--- config.mk ---
export PLATFORM = sky130hd
export DESIGN_NAME = des_round_key_gen
export DESIGN_NICKNAME = d
export VERILOG_FILES = /design/src/rtl/des_round_key_gen.sv
export SDC_FILE = /design/constraint.sdc
export NUM_CORES = 1
export LEC_CHECK = 0
export BUFFER_PORTS_ARGS = -buffer_cell sky130_fd_sc_hd__buf_2
export CORE_ASPECT_RATIO = 1.2
export CORE_MARGIN = 2
export CORE_UTILIZATION = 50
export DETAILED_ROUTE_END_ITERATION = 16
export PLACE_DENSITY = 0.74
export SLEW_MARGIN = 30
export SYNTH_ARGS = -nofsm -noshare
export SYNTH_HDL_FRONTEND = slang
export SYNTH_SLANG_ARGS = --single-unit
--- constraint.sdc ---
create_clock -name clk -period 6.7 [get_ports clk]
set_input_delay 1.005 -clock clk [delete_from_list [all_inputs] [get_ports clk]]
set_output_delay 1.005 -clock clk [all_outputs]
set_load 0.05 [all_outputs]
--- src/rtl/des_round_key_gen.sv ---
// DES key schedule: emits the 16 round keys in encryption or decryption order,
// one per key_valid/key_ready handshake, with round_key computed combinationally from C/D.
module des_round_key_gen (
    input  logic        clk,
    input  logic        n_rst,
    input  logic        start,
    input  logic        decrypt,
    input  logic [63:0] key_in,
    input  logic        key_ready,
    output logic [47:0] round_key,
    output logic [3:0]  round_num,
    output logic        key_valid,
    output logic        busy,
    output logic        done
);
    typedef enum logic [1:0] {IDLE, ROUND, DONE} state_t;

    // Tables hold FIPS 1-based bit positions; bit 1 is the MSB of each vector.
    localparam logic [6:0] PC1_TAB [56] = '{
        7'd57, 7'd49, 7'd41, 7'd33, 7'd25, 7'd17, 7'd9,  7'd1,  7'd58, 7'd50, 7'd42, 7'd34, 7'd26, 7'd18,
        7'd10, 7'd2,  7'd59, 7'd51, 7'd43, 7'd35, 7'd27, 7'd19, 7'd11, 7'd3,  7'd60, 7'd52, 7'd44, 7'd36,
        7'd63, 7'd55, 7'd47, 7'd39, 7'd31, 7'd23, 7'd15, 7'd7,  7'd62, 7'd54, 7'd46, 7'd38, 7'd30, 7'd22,
        7'd14, 7'd6,  7'd61, 7'd53, 7'd45, 7'd37, 7'd29, 7'd21, 7'd13, 7'd5,  7'd28, 7'd20, 7'd12, 7'd4
    };
    localparam logic [6:0] PC2_TAB [48] = '{
        7'd14, 7'd17, 7'd11, 7'd24, 7'd1,  7'd5,  7'd3,  7'd28, 7'd15, 7'd6,  7'd21, 7'd10,
        7'd23, 7'd19, 7'd12, 7'd4,  7'd26, 7'd8,  7'd16, 7'd7,  7'd27, 7'd20, 7'd13, 7'd2,
        7'd41, 7'd52, 7'd31, 7'd37, 7'd47, 7'd55, 7'd30, 7'd40, 7'd51, 7'd45, 7'd33, 7'd48,
        7'd44, 7'd49, 7'd39, 7'd56, 7'd34, 7'd53, 7'd46, 7'd42, 7'd50, 7'd36, 7'd29, 7'd32
    };

    function automatic logic [55:0] pc1(input logic [63:0] k);
        logic [55:0] r;
        logic [5:0]  src, dst;
        r = '0;
        for (int i = 0; i < 56; i++) begin
            src    = 6'(7'd64 - PC1_TAB[i]);
            dst    = 6'(55 - i);
            r[dst] = k[src];
        end
        return r;
    endfunction

    function automatic logic [47:0] pc2(input logic [55:0] cd);
        logic [47:0] r;
        logic [5:0]  src, dst;
        r = '0;
        for (int i = 0; i < 48; i++) begin
            src    = 6'(7'd56 - PC2_TAB[i]);
            dst    = 6'(47 - i);
            r[dst] = cd[src];
        end
        return r;
    endfunction

    function automatic logic [27:0] rotl(input logic [27:0] x, input logic two);
        return two ? {x[25:0], x[27:26]} : {x[26:0], x[27]};
    endfunction

    function automatic logic [27:0] rotr(input logic [27:0] x, input logic two);
        return two ? {x[1:0], x[27:2]} : {x[0], x[27:1]};
    endfunction

    state_t      state_q, state_d;
    logic [27:0] c_q, c_d, d_q, d_d;
    logic [3:0]  rnd_q, rnd_d;
    logic        dec_q, dec_d;
    logic [55:0] cd_ld;
    logic [3:0]  nxt;
    logic        two;

    always_ff @(posedge clk or negedge n_rst) begin
        if (!n_rst) begin
            state_q <= IDLE;
            c_q     <= '0;
            d_q     <= '0;
            rnd_q   <= '0;
            dec_q   <= 1'b0;
        end else begin
            state_q <= state_d;
            c_q     <= c_d;
            d_q     <= d_d;
            rnd_q   <= rnd_d;
            dec_q   <= dec_d;
        end
    end

    always_comb begin
        state_d = state_q;
        c_d     = c_q;
        d_d     = d_q;
        rnd_d   = rnd_q;
        dec_d   = dec_q;
        cd_ld   = pc1(key_in);
        nxt     = rnd_q + 4'd1;
        // Encrypt and decrypt share one-step positions 1, 8 and 15; all others step by 2.
        two     = !(nxt == 4'd1 || nxt == 4'd8 || nxt == 4'd15);
        case (state_q)
            IDLE: begin
                if (start) begin
                    c_d     = decrypt ? cd_ld[55:28] : rotl(cd_ld[55:28], 1'b0);
                    d_d     = decrypt ? cd_ld[27:0]  : rotl(cd_ld[27:0], 1'b0);
                    dec_d   = decrypt;
                    rnd_d   = '0;
                    state_d = ROUND;
                end
            end
            ROUND: begin
                if (key_ready) begin
                    if (rnd_q == 4'd15) begin
                        state_d = DONE;
                    end else begin
                        rnd_d = nxt;
                        c_d   = dec_q ? rotr(c_q, two) : rotl(c_q, two);
                        d_d   = dec_q ? rotr(d_q, two) : rotl(d_q, two);
                    end
                end
            end
            DONE:    state_d = IDLE;
            default: state_d = IDLE;
        endcase
    end

    assign round_key = pc2({c_q, d_q});
    assign round_num = rnd_q;
    assign key_valid = (state_q == ROUND);
    assign busy      = (state_q != IDLE);
    assign done      = (state_q == DONE);
endmodule

Word level (Yosys, flattened, before mapping)
Index checks and enable logic that the tools add are counted.
- bits of input ports: 69
- bits in registers: 63
- multiplexer cells: 24
- eq/ne operators: 10
- add/sub/neg operators: 1
- reductions and logical operators: 8
- operator list (cell ; number):
    28-bit two-way mux ; 14
    28-bit case mux with 2 select lines ; 2
    4-bit equality test (second input constant) ; 3
    4-bit two-way mux ; 3
    4-bit case mux with 2 select lines ; 1
    2-bit two-way mux ; 3
    2-bit != test (second input constant) ; 3
    4-bit by 1-bit adder with 4-bit output (second input constant) ; 1
    4-bit by 1-bit equality test with 1-bit output (second input constant) ; 1
    2-bit case mux with 2 select lines ; 1
    4-bit AND reduction ; 1
    2-bit nonzero test ; 2
    3-bit AND reduction ; 1
    2-bit by 1-bit equality test with 1-bit output (second input constant) ; 1
    2-bit equality test (second input constant) ; 1
    2-bit zero test ; 1
    1-bit logical OR ; 2
    2-bit by 1-bit != test with 1-bit output (second input constant) ; 1
    2-bit AND reduction ; 1

Logic depth before layout (Yosys ltp)
- depth after elaboration: 9
- gate-level depth with buffers: 9

Worst setup path after synthesis
Ideal clock, no wire load.
- path kind: reg2reg
- start: register rnd_q[0], in the netlist round_num[0]
- end: register d_q[3]
- setup slack: 4110 ps
- data arrival time: 2486 ps
- stages on the path, launching flop included: 9
- buffers on the path: 1
- library setup time: 104 ps
- cell sequence: dfrtp_1 -> inv_1 -> ha_1 -> mux2_1 -> nor2_1 -> a211oi_2 -> buf_4 -> mux2_1 -> o41ai_2
- longest elaborated chain between the ends: 9
- RTL lines (item ; RTL line ; RTL):
    start, declared ; 66 ; logic [3:0] rnd_q, rnd_d;
    start signal, assigned ; 83 ; rnd_q <= rnd_d;
    4-bit by 1-bit adder with 4-bit output ; 95 ; nxt = rnd_q + 4'd1;
    4-bit by 1-bit equality test with 1-bit output or 4-bit equality test (tied branches) ; 97 ; two = !(nxt == 4'd1 || nxt == 4'd8 || nxt == 4'd15);
    1-bit logical OR (2 in series) ; 97 ;
    28-bit two-way mux, on equally long branches ; 57, 61 ;
    28-bit two-way mux ; 115 ; d_d = dec_q ? rotr(d_q, two) : rotl(d_q, two);
    28-bit two-way mux ; 110 ; if (rnd_q == 4'd15) begin
    28-bit two-way mux ; 109 ; if (key_ready) begin
    28-bit case mux with 2 select lines ; 98 ; case (state_q)
    end signal, assigned ; 76 ; d_q <= '0;
    end signal, assigned ; 82 ; d_q <= d_d;
    end, declared ; 65 ; logic [27:0] c_q, c_d, d_q, d_d;
Parallel ways exist; a longest one is shown, timed or not. The select of a mux whose other input is x is not followed.
A chain may end at the register's enable or synchronous reset.

Worst setup path in the final report
Same ends and word-level chain as after synthesis.

==> impl_metrics.ini <==
[status]
status = finished clean

[yosys]
ys_ff_latch = 63
synthTopCellsByArea = dfrtp_1 (26%), mux2i_1 (17%), o41ai_2 (9.0%)
synth_edf_count = 0
synthFlopType = dfrtp_1
ys_seq_area_share_pct = 25.6
synth_top_area_share_pct = 25.6
yosys_warnings = 0
ys_types = 42
syn_inst = 723
syn_avg_cell_area_um2 = 8.51
syn_nets = 795
synth_area_mm2 = 0.00615
synthArstFlopShare_pct = 100
synth_area_leader_cell = dfrtp_1

[floorplanning]
initial_core_util_pct = 51.0
core_area_mm2 = 0.0121
ios = 124
die_area_mm2 = 0.0132
floorplan.rows = 44
die_y_um = 125
chipWidth_um = 105

[cts]
cts_root_buf = clkbuf_16
cts_buffers = 9
cts-hold-fix-buffers = 0
clk_latency_ns = 0.33
cts.sinks = 63
cts_setup_buffers = 0
cts.htree.levels = 3
clockBufferDepth = 2
path_clk_slew_ns = 0.05
post_cts_resized = 0
cts_tree = yes

[routing]
dr.pass1.iters = 5
first_iter_violations = 339
vias = 5367
drc = 0
wl_per_cell_um = 16.9
viasPerCell = 5.92
wl_mm = 15.3
detail-route-antenna-nets = 0

[critical_path]
r2r_slack_ns = 3.22
cp-end-kind = register
cp-start-kind = register
path_max_fanout = 65
arrival_ns = 3.71
r2r-end = d_q[3]
reg2reg_depth = 9
cp-startpoint = round_num[0]
regToRegStartpoint = round_num[0]
cp.required_ns = 6.93
crit_type = reg -> reg

[min_path]
min_to = c_q[3]
hold_class = reg -> reg
holdPathStages = 2
hold_path_startpoint = c_q[3]

[sta]
max_freq_ghz = 0.288
period_share_pct = 51.9
setup_tns_ns = 0
rsz0062_at_grt = no
hold_viol = 0
clock_skew_ns = 0.00511
layout_setup_ws_ns = 3.22
tightest_slew_ns = 0.976
finalSetupViolCount = 0
fin_crit_ns = 3.48
maxSlewHeadroom_pct = 35.0
maxSlewViolCount = 0

[global_routing]
grt_usage_pct = 23.2
antenna_found_initial = 0
grt_first_pass_wirelength_mm = 25.3
grt_pass1_vias = 5184
grt.overflow.total = 0
grt_max_degree = 121

[placement]
placed_area_mm2 = 0.00632
pre_cts_slack_ns = 3.24
portBuffers = 115
gp_congestion = 0.798
dp_hpwl_mm = 9.81
place_inst = 892

[cells_and_area]
area_delta_synth_final_pct = 7.37
stdcell_area_mm2 = 0.00660
fin_nets = 814
n_antenna_cell = 0
drive_gt1_share_pct = 30.3
final_cells = 907
num-fill-cells = 1126

[run]
cap_violations = 0
worst max-delay path, cell delays in order (launching register included):
cell and delay [ns]:
dfrtp_1 0.47, inv_1 0.16, ha_1 0.18, and4b_1 0.18, o22ai_1 0.16, a211oi_4 0.27, buf_4 0.46, buf_4 0.75
mux2_1 0.42, o41ai_2 0.31
how the worst max path moves through the flow:
stage / endpoint / cells after the start
floorplan: d_q[3] / 8
global placement: d_q[3] / 9
detailed placement: d_q[3] / 9
CTS: d_q[3] / 9
global route: d_q[3] / 9
finish: d_q[3] / 9
Yosys cell counts (all sizes together) (3+ instances only):
cell / count
mux2i: 107
nor2: 102
buf: 74
dfrtp: 63
nor3: 61
a21oi: 58
nand2b: 56
o41ai: 50
or2: 50
clkbuf: 39
nand2: 7
nor2b: 6
o31ai: 6
a211oi: 5
and3: 5
mux2: 5
a221oi: 4
inv: 4
a22o: 3
ha: 3
o21ai: 3
sequential cells by signal, indices dropped and copies added (netlist names):
signal     cells
c_q           28
d_q           28
dec_q          1
round_num      4
state_q        2
cell families (layout without fill, tap and decap cells):
logic type,after synthesis,count (layout),share of synthesized area [%]
buffers and inverters,117,140,11.4
flip-flops,63,63,25.6
AO/OA/AOI/OAI,137,137,19.9
AND/OR/NAND/NOR,291,291,24.1
adder cells (fa/ha/maj),3,3,0.610
multiplexers,112,112,18.3
metal layers:
layer | global-route usage (%) | part of all wire, %
met3 | 2.35 | 3.8
met2 | 39.1 | 50
met5 | 0 | 0
met1 | 30.2 | 44
met4 | 10.0 | 2.0
cell usage in the layout, fill, tap and decap left out, types with 4 or more instances in the layout:
cell type | synthesis | final
and3_1 | 5 | 5
clkbuf_16 | 0 | 9
buf_4 | 53 | 5
nor3_1 | 61 | 61
or2_2 | 49 | 50
nor2b_1 | 6 | 6
buf_2 | 10 | 114
nand2_1 | 7 | 7
nor2_1 | 102 | 102
o31ai_1 | 6 | 6
o41ai_2 | 34 | 34
nand2b_1 | 55 | 55
mux2i_1 | 107 | 107
a211oi_1 | 4 | 4
dfrtp_1 | 63 | 62
o41ai_1 | 16 | 16
a221oi_1 | 4 | 4
a21oi_1 | 58 | 58
final cells by class:
class	instances	area (um^2)	area share, %
multi-input cells	543	3900	59.0
flip-flops and latches	63	1580	23.9
inverters	4	17.5	0.265
clock buffers	15	278	4.21
repair buffers	121	631	9.55
well taps	161	201	3.05
per-stage QoR:
stage,util [%],hold slack (ns)
2_1_floorplan,-,0.463
3_3_place_gp,52.3,0.491
3_5_place_dp,52.4,0.510
4_1_cts,54.7,0.520
5_1_grt,54.8,0.543
6_report,54.8,0.521
Power is left out: the tool's default activity adds up to more than one toggle a clock period on the data nets, which glitch-free logic cannot reach.
